$ cat config.mk
export PLATFORM = sky130hd
export DESIGN_NAME = alu_flat
export DESIGN_NICKNAME = d
export VERILOG_FILES = /design/src/rtl/alu_if.sv /design/src/rtl/alu.sv /design/src/flat_wrapper.sv
export SDC_FILE = /design/constraint.sdc
export NUM_CORES = 1
export LEC_CHECK = 0
export CORE_ASPECT_RATIO = 1.2
export CORE_MARGIN = 2
export CORE_UTILIZATION = 25
export DETAILED_ROUTE_END_ITERATION = 10
export PLACE_DENSITY = 0.46
export SLEW_MARGIN = 30
export SYNTH_ARGS = -nofsm -noshare
export SYNTH_HDL_FRONTEND = slang
export SYNTH_SLANG_ARGS = --single-unit
$ cat constraint.sdc
create_clock -name clk -period 5.05 [get_ports clk]
set_input_delay 1.01 -clock clk [delete_from_list [all_inputs] [get_ports clk]]
set_output_delay 1.01 -clock clk [all_outputs]
set_load 0.005 [all_outputs]
$ cat src/rtl/alu_if.sv
// alu_if: operand/result bundle for the EX-stage ALU.
//   x, y    operands A (rs) and B (rt / immediate)
//   ALUOp   operation select
//   shamt   shift amount; bit 5 set means the shift result is zero
//   Flag    current flag word
//   ALUOut  combinational result
//   NFlag   combinational next flag word
//   NFlagQ  NFlag registered on clk
// The master drives operands and reads results. The slave is the ALU.
interface alu_if;
   logic [31:0] x;
   logic [31:0] y;
   logic [2:0]  ALUOp;
   logic [5:0]  shamt;
   logic [31:0] Flag;
   logic [31:0] ALUOut;
   logic [31:0] NFlag;
   logic [31:0] NFlagQ;

   modport master (
      output x, y, ALUOp, shamt, Flag,
      input  ALUOut, NFlag, NFlagQ
   );

   modport slave (
      input  x, y, ALUOp, shamt, Flag,
      output ALUOut, NFlag, NFlagQ
   );
endinterface

$ cat src/rtl/alu.sv
// alu: 32-bit integer ALU for the single-cycle MIPS datapath (EX stage).
//   clk  system clock. It only loads NFlagQ.
//   rst  asynchronous, active-high. It clears NFlagQ only.
//   bus  alu_if.slave. It carries the operands, ALUOut, NFlag and NFlagQ.
// ALUOut and NFlag are purely combinational. NFlagQ loads NFlag on every rising edge of clk.
// Flag bits 31:2 pass straight through to NFlag.
// Flag bits 1:0 are replaced by the zero flag and the overflow flag.
module alu (
   input  logic   clk,
   input  logic   rst,
   alu_if.slave   bus
);

   localparam logic [2:0] ALU_OP_ADD  = 3'b000;
   localparam logic [2:0] ALU_OP_SUB  = 3'b001;
   localparam logic [2:0] ALU_OP_AND  = 3'b010;
   localparam logic [2:0] ALU_OP_OR   = 3'b011;
   localparam logic [2:0] ALU_OP_LESS = 3'b100;
   localparam logic [2:0] ALU_OP_B    = 3'b101;
   localparam logic [2:0] ALU_OP_SLL  = 3'b110;
   localparam logic [2:0] ALU_OP_SRL  = 3'b111;

   logic [31:0] result;
   logic        ovf;
   logic [31:0] diff;
   logic        unused_flag_lsbs;

   // Flag[1:0] is always overwritten, so those input bits are never read.
   assign unused_flag_lsbs = ^bus.Flag[1:0];

   assign diff = bus.x - bus.y;

   always_comb begin
      result = 32'd0;
      ovf    = 1'b0;
      case (bus.ALUOp)
         ALU_OP_ADD: begin
            result = bus.x + bus.y;
            ovf    = (bus.x[31] == bus.y[31]) && (result[31] != bus.x[31]);
         end
         ALU_OP_SUB: begin
            result = diff;
            ovf    = (bus.x[31] != bus.y[31]) && (result[31] != bus.x[31]);
         end
         ALU_OP_AND:  result = bus.x & bus.y;
         ALU_OP_OR:   result = bus.x | bus.y;
         ALU_OP_LESS: result = {31'd0, ($signed(bus.x) < $signed(bus.y))};
         ALU_OP_B:    result = bus.y;
         // A shift amount of 32 or more clears the result.
         ALU_OP_SLL:  result = bus.shamt[5] ? 32'd0 : (bus.y << bus.shamt[4:0]);
         ALU_OP_SRL:  result = bus.shamt[5] ? 32'd0 : (bus.y >> bus.shamt[4:0]);
         default:     result = 32'd0;
      endcase
   end

   assign bus.ALUOut = result;
   assign bus.NFlag  = {bus.Flag[31:2], (result == 32'd0), ovf};

   always_ff @(posedge clk or posedge rst) begin
      if (rst) begin
         bus.NFlagQ <= 32'd0;
      end else begin
         bus.NFlagQ <= bus.NFlag;
      end
   end

endmodule

$ cat src/flat_wrapper.sv
// flat-port wrapper written by rule: the top's interface ports become plain ports
module alu_flat 
  (clk, rst, bus_x, bus_y, bus_ALUOp, bus_shamt, bus_Flag, bus_ALUOut, bus_NFlag, bus_NFlagQ);
  alu_if bus_i ();
  input  logic clk;
  input  logic rst;
  input wire logic [$bits(bus_i.x)-1:0] bus_x;
  input wire logic [$bits(bus_i.y)-1:0] bus_y;
  input wire logic [$bits(bus_i.ALUOp)-1:0] bus_ALUOp;
  input wire logic [$bits(bus_i.shamt)-1:0] bus_shamt;
  input wire logic [$bits(bus_i.Flag)-1:0] bus_Flag;
  output wire logic [$bits(bus_i.ALUOut)-1:0] bus_ALUOut;
  output wire logic [$bits(bus_i.NFlag)-1:0] bus_NFlag;
  output wire logic [$bits(bus_i.NFlagQ)-1:0] bus_NFlagQ;
  assign bus_i.x = bus_x;
  assign bus_i.y = bus_y;
  assign bus_i.ALUOp = bus_ALUOp;
  assign bus_i.shamt = bus_shamt;
  assign bus_i.Flag = bus_Flag;
  assign bus_ALUOut = bus_i.ALUOut;
  assign bus_NFlag = bus_i.NFlag;
  assign bus_NFlagQ = bus_i.NFlagQ;
  alu u_core (.clk(clk), .rst(rst), .bus(bus_i));
endmodule
; ---- Word level (Yosys, flattened, before mapping)
; Index checks and enable logic that the tools add are counted.
[word_totals]
register_bits = 32
inputBits = 107
out_inout_bits = 96
wordCells = 27
[classes]
n_addsub = 2
n_lt_le_gt_ge = 1
eq_ne = 11
n_shift = 2
muxes = 4
bitwise = 2
n_reduce_logical = 4
[ops]
columns = cell, n
row1 = $pmux W32 S8, 1
row2 = $mux W32, 2
row3 = $add A32 B32 Y32, 1
row4 = $and A32 B32 Y32, 1
row5 = $logic_not A32 Y1, 1
row6 = $lt A32 B32 Y1, 1
row7 = $or A32 B32 Y32, 1
row8 = $shl A32 B5 Y32, 1
row9 = $shr A32 B5 Y32, 1
row10 = $sub A32 B32 Y32, 1
row11 = $eq A3 B3 Y1 const B, 4
row12 = $eq A3 B2 Y1 const B, 2
row13 = $eq A3 B1 Y1 const B, 1
row14 = $logic_not A3 Y1, 1
row15 = $ne A1 B1 Y1, 3
row16 = $logic_and A1 B1 Y1, 2
row17 = $pmux W1 S2, 1
row18 = $eq A1 B1 Y1, 1

; ---- Longest topological paths before layout
; Gate-level depths: netlist of the first run.
[logic_depth]
word_depth = 4
mapped_depth = 17
mapped_depth_nobuf = 14

; ---- Worst setup path before layout of the first run
; No wires, ideal clock.
[synth_timing]
path_type = in2out
startpoint = input port bus_y[18]
endpoint = output port bus_NFlag[1]
arrival_ns = 4.241
required_time_ns = 4.040
path_slack_ns = -0.201
cell_stages = 15
n_path_buf = 2
path_cell_list = clkbuf_1 > inv_1 > ha_1 > clkbuf_1 > a21oi_1 > a21oi_1 > a311o_1 > o21a_1 > a31o_2 > a2111oi_2 > nor2_1 > or4_1 > nor4_1 > nand4b_1 > nor2_1
[synth_between]
elab_chain_len = 4
word_cells_on_any_way = 11
cone_classes = 2 x add/sub / 1 x order compare / 2 x shift / 3 x mux / 2 x bitwise / 1 x reduce/logical
[synth_lines]
columns = item, line_no
row1 = from (decl), flat_wrapper.sv:8  ; input wire logic [$bits(bus_i.y)-1:0] bus_y;
row2 = "parallel branches: the longest is 2 deep, another holds $sub A32 B32 Y32", --
row3 = $pmux W32 S8 (*), alu.sv:36  ; case (bus.ALUOp)
row4 = $logic_not A32 Y1 (*), alu.sv:57  ; assign bus.NFlag = {bus.Flag[31:2], (result == 32'd0), ovf};
row5 = to (decl), flat_wrapper.sv:13  ; output wire logic [$bits(bus_i.NFlag)-1:0] bus_NFlag;
; Mark *: on every way between the ends.

; ---- Worst setup path in the final report of the first run
[layout_timing]
startpoint = input port bus_shamt[1]
endpoint = output port bus_NFlag[1]
[layout_between]
elab_chain_len = 4
word_cells_on_any_way = 6
cone_classes = 2 x shift / 3 x mux / 1 x reduce/logical
[layout_lines]
columns = item, line_no
row1 = from (decl), flat_wrapper.sv:10  ; input wire logic [$bits(bus_i.shamt)-1:0] bus_shamt;
row2 = $shr A32 B5 Y32 / $shl A32 B5 Y32 (equally long branches), "alu.sv:51, alu.sv:50"
row3 = "$mux W32, on equally long branches", "alu.sv:51, alu.sv:50"
row4 = $pmux W32 S8 (*), alu.sv:36
row5 = $logic_not A32 Y1 (*), alu.sv:57
; Every way passes the cells marked *; elsewhere a longest branch is shown, timed or not.

==> impl_results.md, run 1 <==
* Initial DRT Pass Iterations at 7
* Area share of the largest cell type after synthesis at 14.4%
* Crit path buffers/inverters at 4
* Max IR drop VDD at 0.144 mV
* Number of clock buffers inserted by TritonCTS at 5
* Via count at 14,573
* # H-tree levels at 2
* Yosys top cell by area: mux4_2
* Period utilisation layout at 110%
* Largest net degree at the start of global routing at 56
* HPWL Detailed at 50,100 µm
* Root Buffer: clkbuf_16
* Most flop-heavy register: u_core.bus.NFlagQ
* Worst slew pin tran at 0.749 ns
* Vias in the first global route at 14,706
* Post-Syn Area at 10,500 µm²
* Prevailing post-synth register cell: dfrtp_1
* FFs w/ async S/R, synth at 100%
* Wire per inst at 24.0 µm
* First-pass GRT wire length at 93,200 µm
* Worst setup startpoint: bus_shamt[1]
* Slowest-stage cell, CP: mux4_2
* Clock-pin slew on the worst setup and hold paths at 0.05 ns
* Worst setup EP type: output port
* Setup ws final at -0.508 ns
* Syn_area_per_cell at 7.88 µm²
* Vert. Die Dim at 228 µm
* Gr ovfl total at 0
* Via-to-Cell Ratio at 5.53
* Synth cell count leaders: 109 x inv_1, 96 x ha_1, 96 x nor2_1
* Gr busiest metal: met2
* Register area at 801 µm²
* Arr. time, crit path at 4.55 ns
* Distinct cells, synth at 91
* Share of cells above drive strength 1 at 55.3%
* Number of enable flip-flop cells after synthesis at 0
* Final setup viols at 6
* Largest delay share family, worst path: simple AND/OR/NAND/NOR gates
* Die Wd at 191 µm
* Filler cells at 4,002
* Nets at 2,294
* Seq/Total Area, Yosys at 7.63%
* Leakage at 8.77 nW
* Top-count cell post-synth: inv_1
* Cells after Synth at 1,332
* Pins over their slew limit at 0
* Global routing usage on met3 at 3.09%
* MaxCap Viol Count at 0
* Startpoint types: input pin
* Status: finished with violations
* Ys Warns at 0
* Synth area leaders: mux4_2 14%, ha_1 11%, dfrtp_1 7.6%, a21oi_1 4.4%, inv_1 3.9%
* Pwr Density at 140 nW/µm²
* Top Ports at 203
* Number of flip-flops in the largest register at 32
* # port buffers at 200
* Max transition margin at 50.0%
* P&R area growth vs syn at 91.6%
* DRT Wirelength at 63,100 µm
* Placer Congestion at 0.954
* Post-Syn Nets at 1,537
* Setup WS pre-CTS at -1.61 ns
* CP Class: input pin to output port
* Ordered list of cells on the worst path: buf_16, buf_12, buf_12, mux4_2, mux4_2, o21ai_2, a311oi_4, a221oi_2, o211ai_2, nor4b_4, o2111ai_2, nor4b_4, nand4b_1, nor2_2, buf_2
* Final Hold Viols at 0
* Antenna violations before repair at 2
* Failing checks: negative setup slack
* Hold_buf cts at 0
* Worst path max stage delay at 0.53 ns
* ANT nets after route at 0
* Hold crit path type: input pin to asynchronous set/reset pin
* Initial DRC Count at 1,316
* Final Power at 0.00281 W
* Site Rows at 82
* Worst Path Required at 4.04 ns
* Minimum clock period at 5.56 ns
* RSZ-0062 raised after global routing: yes
* Initial core utilization at 25.3%
* Die area at 43,600 µm²
* Clock sink count at 32
* Biggest regs: u_core.bus.NFlagQ (32)
* Core area at 41,600 µm²
* Routing usage on met1 at 37.0%
* Max Clock Freq at 180 MHz
* Met2 GRT Util at 47.9%
* Seq cells post-synth at 32
* Post-route DRC at 0
* Multi-input logic area at 10,400 µm²
* CTS tree: built
* Gr usage total at 28.0%
* Worst-path fanout max at 7
* Clk buf depth at 2
## stage by stage
stage | hold slack [ns] | area (µm²) | TNS, ns | cells | util (%)
6_report | 1.13 | 20100 | -0.736 | 2636 | 48.4
4_1_cts | 1.13 | 19400 | -0.691 | 2605 | 46.7
3_5_place_dp | 1.42 | 17000 | -19.31 | 2523 | 41.0
3_3_place_gp | 1.41 | 17000 | -19.07 | 2521 | 41.0
5_1_grt | 1.19 | 20100 | -1.62 | 2635 | 48.4
2_1_floorplan | 1.04 | 10600 | 0 | 1332 | -
## report_power, final
part	internal, W	switching [W]
Sequential	0.000269	0.00000303
Clock	0.000178	0.0000980
Combinational	0.00117	0.00109
Total	0.00161	0.00120
## cells by family (layout without fill, tap and decap cells)
family	after synthesis	count (layout)	synth area share, %
simple gates	339	339	15.9
compound gates	447	447	30.3
fa+ha+maj	98	98	11.8
xor+xnor	23	23	1.92
flops	32	32	7.63
other cells	0	1	0
buf+inv	268	1025	11.7
mux	125	125	20.7
## worst min-delay path, stage by stage
cell             delay [ns]
clkdlybuf4s50_1        0.40
inv_1                  0.05
buf_4                  0.36
## what timing repair did
action,CTS,global route
cloned,2,1
pin swaps,126,76
setup endpoints to repair,32,22
setup buffers,75,31
gates resized for setup,542,132
## cells in the final DEF (no fill, tap or decap), types with 10 or more instances in the layout
cell type / instances
a21oi_2: 28
o211ai_1: 27
nand3_1: 32
ha_2: 10
a22o_1: 10
nand2_1: 77
o21ai_0: 37
a211oi_1: 12
clkdlybuf4s50_1: 124
xnor2_1: 18
dfrtp_1: 32
mux2i_1: 25
buf_2: 22
inv_1: 70
inv_2: 31
buf_6: 60
a221oi_1: 11
mux2_2: 18
nor2_1: 84
ha_4: 33
mux4_2: 68
a21oi_1: 55
dlygate4sd2_1: 17
a221oi_2: 16
ha_1: 53
buf_4: 629
a31oi_1: 16
nor3_1: 15
o21ai_1: 17
a21oi_4: 10
o22ai_1: 28
buf_12: 18
## metal layers
layer	routed length, µm	vias up	part of all wire [%]
met5	13	-	0.021
met4	2440	2	3.9
met3	4040	135	6.4
met2	30600	621	48
met1	26100	7224	41
li1	-	6591	-
## cell type report
type,instances,area share (%)
Timing Repair Buffer,903,38.0
Multi-Input combinational cell,1032,51.6
Clock inverter,1,0.0249
Sequential cell,32,3.98
Inverter,115,2.33
Tap cell,546,3.40
Antenna cell,1,0.0124
Clock buffer,6,0.641
## worst paths after layout
path / end / slack, ns / cells after the start
setup / recovery: bus_NFlag[1] / -0.51 / 15
hold / removal: u_core.bus.NFlagQ[3] / 1.13 / 3
max in group asynchronous: u_core.bus.NFlagQ[0] / 3.63 / 3
min in group clk: u_core.bus.NFlagQ[18] / 1.21 / 1
(Power assumes the default switching activity.)
==> run 2: changes to the inputs <==
--- a/config.mk
+++ b/config.mk
@@ -5,11 +5,12 @@
 export SDC_FILE = /design/constraint.sdc
 export NUM_CORES = 1
 export LEC_CHECK = 0
+export ABC_AREA = 1
 export CORE_ASPECT_RATIO = 1.2
 export CORE_MARGIN = 2
 export CORE_UTILIZATION = 25
 export DETAILED_ROUTE_END_ITERATION = 10
-export PLACE_DENSITY = 0.46
+export PLACE_DENSITY = 0.44
 export SLEW_MARGIN = 30
 export SYNTH_ARGS = -nofsm -noshare
 export SYNTH_HDL_FRONTEND = slang
==> constraint.sdc (replaced) <==
create_clock -name clk -period 6.8 [get_ports clk]
set_input_delay 1.36 -clock clk [delete_from_list [all_inputs] [get_ports clk]]
set_output_delay 1.36 -clock clk [all_outputs]
set_load 0.005 [all_outputs]
==> impl_results.md, run 2 <==
* Initial DRC Count at 1,014
* Root Buffer: clkbuf_16
* Status: completed
* Placer Congestion at 0.983
* Post-Syn Nets at 2,348
* Synth area leaders: nand2_1 26%, nand3_1 15%, ha_1 11%, inv_1 11%, dfrtp_1 7.4%
* ANT nets after route at 0
* Vert. Die Dim at 232 µm
* Post-route DRC at 0
* Synth Area in Adders at 11.5%
* Worst-path fanout max at 8
* Pwr Density at 106 nW/µm²
* Worst Path Required at 5.44 ns
* Number of enable flip-flop cells after synthesis at 0
* Synth cell count leaders: 756 x nand2_1, 335 x nand3_1, 317 x inv_1
* Hold_buf cts at 0
* Minimum clock period at 6.55 ns
* P&R area growth vs syn at 26.8%
* Most frequent cells in the layout: 756 x nand2_1, 335 x nand3_1, 316 x inv_1
* Worst slew pin tran at 0.726 ns
* Wire per inst at 20.4 µm
* Routing usage on met1 at 32.0%
* Initial DRT Pass Iterations at 7
* Syn_area_per_cell at 5.05 µm²
* Gr ovfl total at 0
* Complex-gate fraction of the synthesized area at 9.56%
* Pins over their slew limit at 0
* Filler cells at 4,953
* Die Wd at 194 µm
* Slowest-stage cell, CP: clkdlybuf4s50_1
* Final setup viols at 0
* Leakage at 7.39 nW
* CTS tree: built
* Distinct cells, synth at 38
* Most flop-heavy register: u_core.bus.NFlagQ
* Seq/Total Area, Yosys at 7.40%
* Post-Syn Area at 10,800 µm²
* Startpoint types: input pin
* HPWL Detailed at 49,800 µm
* Antenna violations before repair at 1
* Commonest non-fill, non-tap cell in the layout: nand2_1
* Clock-pin slew on the worst setup and hold paths at 0.05 ns
* Fin util at 32.1%
* Arr. time, crit path at 5.19 ns
* Number of flip-flops in the largest register at 32
* Clk buf depth at 2
* Multiplexer share of the synthesized area at 0%
* TNS Setup at 0 ns
* Top-count cell post-synth: nand2_1
* Ordered list of cells on the worst path: clkdlybuf4s50_1, inv_1, ha_1, inv_1, a21oi_1, nand2_1, nand2_1, nand2_1, a21oi_1, nand3_1, nand3_1, nand3_1, nor2_1, nand2_1, nor2_1, nand2_1, nor2_1, buf_4, clkdlybuf4s50_1
* # H-tree levels at 2
* Cells after Synth at 2,143
* DRT Wirelength at 58,600 µm
* CP Class: input pin to output port
* Largest family of logic cells by synthesized area: simple AND/OR/NAND/NOR gates
* Nets at 2,527
* Ys Warns at 0
* # port buffers at 200
* Die area at 45,000 µm²
* Gr busiest metal: met2
* FFs w/ async S/R, synth at 100%
* Site Rows at 83
* Clock sink count at 32
* Top Ports at 203
* Largest net degree at the start of global routing at 66
* Worst setup EP type: output port
* RSZ-0062 raised after global routing: no
* Max IR drop VDD at 0.105 mV
* Max transition margin at 51.5%
* Met2 GRT Util at 46.1%
* Biggest regs: u_core.bus.NFlagQ (32)
* MaxCap Viol Count at 0
* Gr usage total at 25.0%
* Max Clock Freq at 153 MHz
* Yosys top cell by area: nand2_1
* # diodes at 0
* Post-CTS Setup Bufs at 0
* Final Hold Viols at 0
* Top cell by count, worst path: nand2_1
* Vias in the first global route at 13,951
* Final Power at 0.00145 W
* Share of cells above drive strength 1 at 5.08%
* Worst path max stage delay at 0.57 ns
* First-pass GRT wire length at 85,500 µm
* Via count at 14,466
* Area share of the largest cell type after synthesis at 26.2%
* Xor/xnor share of the synthesized area at 0.647%
* Number of clock buffers inserted by TritonCTS at 5
* Post-CTS sizing at 0
* Via-to-Cell Ratio at 5.03
* Core area at 42,800 µm²
* Prevailing post-synth register cell: dfrtp_1
* Global routing usage on met3 at 1.39%
* Period utilisation layout at 96.3%
* Hold crit path type: input pin to asynchronous set/reset pin
* Simple logic cell fraction of the synthesized area at 53.7%
* Initial core utilization at 25.3%
* Seq cells post-synth at 32
run 2: changes by cell type in the layout (fill, tap and decap cells not counted), moves of 74 or more:
cell / before / now
buf_4: 629 / 88
clkdlybuf4s50_1: 124 / 198
inv_1: 70 / 316
nand2_1: 77 / 756
nand3_1: 32 / 335
nor2_1: 84 / 196
run 2: area by class of cell:
class	instances	area [µm²]	share of cell area [%]
multi-input combinational	1666	8170	59.6
sequential	32	801	5.84
tap	552	691	5.03
timing repair buffer	289	2670	19.5
inverter	328	1230	8.99
clock buffer	8	146	1.07
run 2: metrics by stage:
stage	setup slack [ns]	hold WS [ns]	instances	cell area, µm²
after detailed placement	0.304	1.78	2867	13600
after global routing	0.0189	1.52	2875	13700
final	0.251	1.47	2875	13700
after floorplan	2.24	1.39	2143	10800
after global placement	0.311	1.77	2867	13600
after CTS	0.292	1.48	2875	13700
run 2: worst max path at each step:
stage,startpoint,endpoint,slack (ns),cells past startpoint
6_report,bus_y[18],bus_NFlag[1],0.25,19
5_1_grt,bus_y[14],bus_NFlag[1],0.02,19
4_1_cts,bus_x[0],bus_NFlag[1],0.29,23
3_5_place_dp,bus_y[3],bus_NFlag[1],0.30,21
3_3_place_gp,bus_y[22],bus_NFlag[1],0.31,20
2_1_floorplan,bus_y[22],bus_NFlag[1],2.24,18
run 2: worst max-delay path: cells and delay by family:
family	cells	cell delay, ns
buffers and inverters	5	1.52
and+or+nand+nor	11	1.16
AOI/OAI and AO/OA	2	0.61
adders and majority gates	1	0.55
run 2: kinds of logic after synthesis:
group | count (synthesis)
DFF | 32
AOI/OAI and AO/OA | 184
adders and majority gates | 98
and+or+nand+nor | 1376
xor gates and xnor gates | 8
buffers and inverters | 445
run 2: power breakdown:
part	switching, W	total, W	internal, W
logic	0.000652	0.00103	0.000381
clock network	0.0000731	0.000219	0.000146
registers	0.00000251	0.000203	0.000200
run 2: layer usage:
metal	share of wire (%)	wire, µm
met5	0.017	10
met4	2.5	1470
met3	4.5	2660
met2	50	29100
met1	43	25300
==> edit, RTL diff (config.mk and constraints of run 1) <==
Remove the case item `ALU_OP_SLL` of the case on `bus.ALUOp`.
--- a/src/rtl/alu.sv
+++ b/src/rtl/alu.sv
@@ -49,3 +49,2 @@
          // A shift amount of 32 or more clears the result.
-         ALU_OP_SLL:  result = bus.shamt[5] ? 32'd0 : (bus.y << bus.shamt[4:0]);
          ALU_OP_SRL:  result = bus.shamt[5] ? 32'd0 : (bus.y >> bus.shamt[4:0]);
Formal check against the unedited RTL: not equivalent (Yosys sat finds a counterexample within 4 cycles, from zero or initial values and one cycle with rst high).
==> edit against run 1 <==
The flow still finishes with violations (negative setup slack). Routed wire length down 15%. Sequential cell count unchanged. Design area decreased by 13%. Total power is 6.2% lower. Worst setup slack worse by 0.72 ns. Area after synthesis fell by 15%. Maximum frequency is 11% lower. Highest routed layer is now met4.
==> edit: results (changes against run 1) <==
stage,metric,value,unit,change
critical_path,startpoint,bus_x[1],,
power,p_leak,7.955,nW,-9.3%
placement,placed_area,0.01509,mm²,-11%
sta,slew_headroom,37.06,%,-13 points
synthesis,syn_nets,1423,,-7.4%
global_routing,grt_first_pass_wirelength,78.40,mm,-16%
placement,gp_congestion,1.031,,+8.1%
global_routing,grt_max_degree,33,,-41%
cells_and_area,nFillCells,3535,,-12%
critical_path,cp_slowest_cell,a2111o_1,,
drt,top_layer_used,met4,,
cells_and_area,num_antenna_cells,0,,-1
drt,wl,53.58,mm,-15%
sta,setup_viol,7,,+1
synthesis,ys_top_cells_by_area,"ha_1 (15%), dfrtp_1 (8.9%), mux4_2 (7.5%)",,
cells_and_area,final_nets,2126,,-7.3%
drt,wl_met2,26.53,mm,-13%
global_routing,grt_pass1_vias,12805,,-13%
global_routing,antenna_found_initial,0,,-2
drt,avgViaCountPerCell,5.318,,-3.8%
run_status,violations,negative setup slack,,
sta,setup_slack,-1.226,ns,-0.7184 ns
synthesis,seq_area_frac_synth,8.926,%,+1.3 points
critical_path,cp_max_fo,2,,-5
run_status,status,"finished, violations left",,
synthesis,yosysUniqueCellTypes,87,,-4.4%
drt,wl_met3,2.996,mm,-26%
global_routing,track_usage,27.77,%,-0.27 points
edit: changes by cell type in the layout (fill, tap and decap cells not counted), sizes merged, moves of 10 or more:
cell,before,now
a21oi,93,116
a221oi,33,6
buf,735,633
ha,96,111
mux2,24,10
mux4,70,30
nand3,39,29
o22ai,30,4
edit: final timing paths:
kind	endpoint	cells after the start	slack [ns]
max	bus_NFlag[1]	16	-1.23
min in group clk	u_core.bus.NFlagQ[14]	1	1.21
min	u_core.bus.NFlagQ[3]	3	1.12
max in group asynchronous	u_core.bus.NFlagQ[16]	3	3.64
edit: report_power, final:
group / total, mW / internal (mW) / switching (mW) / leakage [nW]
Clock: 0.332 / 0.231 / 0.101 / 0.0798
Combinational: 2.03 / 1.05 / 0.982 / 7.50
Sequential: 0.273 / 0.269 / 0.00348 / 0.377
Total: 2.63 / 1.55 / 1.09 / 7.95
edit: cell type report:
class	count	share of cell area [%]
Multi-Input combinational cell	954	49.18
Tap cell	468	3.357
Inverter	107	2.626
Timing Repair Buffer	806	39.28
Sequential cell	32	4.591
Clock buffer	5	0.7174
Clock inverter	3	0.2439
edit: worst min-delay path: cells and delay by family:
family / cells / cell delay, ns
buffers and inverters: 3 / 0.79
edit: stage by stage:
stage / hold WS [ns] / setup TNS, ns / power (mW) / std cells
finish: 1.120 / -3.135 / 2.634 / 2375
global route: 1.188 / -3.780 / 2.769 / 2375
CTS: 1.128 / -2.245 / 2.504 / 2349
detailed placement: 1.417 / -21.49 / 1.947 / 2292
global placement: 1.417 / -20.61 / 1.947 / 2292
floorplan: 1.041 / -0.3759 / 0.9643 / 1203
edit: repair_timing:
action                     in CTS  in global routing
gates resized for setup       414                164
setup endpoints to repair      31                 20
buffers inserted               59                 34
pin swaps                      76                 75
hold buffers                    0                  0
edit: metal layers:
metal	track usage [%]	vias up
li1	-	5852
met1	31.42	6054
met2	50.93	577
met3	2.694	148
met4	15.02	0
met5	0	-
edit: kinds of logic (layout without fill, tap and decap cells):
| group | count (synthesis) | after routing | synth area share, % |
|---|---|---|---|
| XOR/XNOR | 26 | 26 | 2.538 |
| multiplexers | 72 | 72 | 12.54 |
| buffers and inverters | 217 | 921 | 11.06 |
| flip-flops | 32 | 32 | 8.926 |
| AO/OA/AOI/OAI | 411 | 411 | 31.31 |
| adder cells (fa/ha/maj) | 113 | 113 | 15.93 |
| AND/OR/NAND/NOR | 332 | 332 | 17.70 |
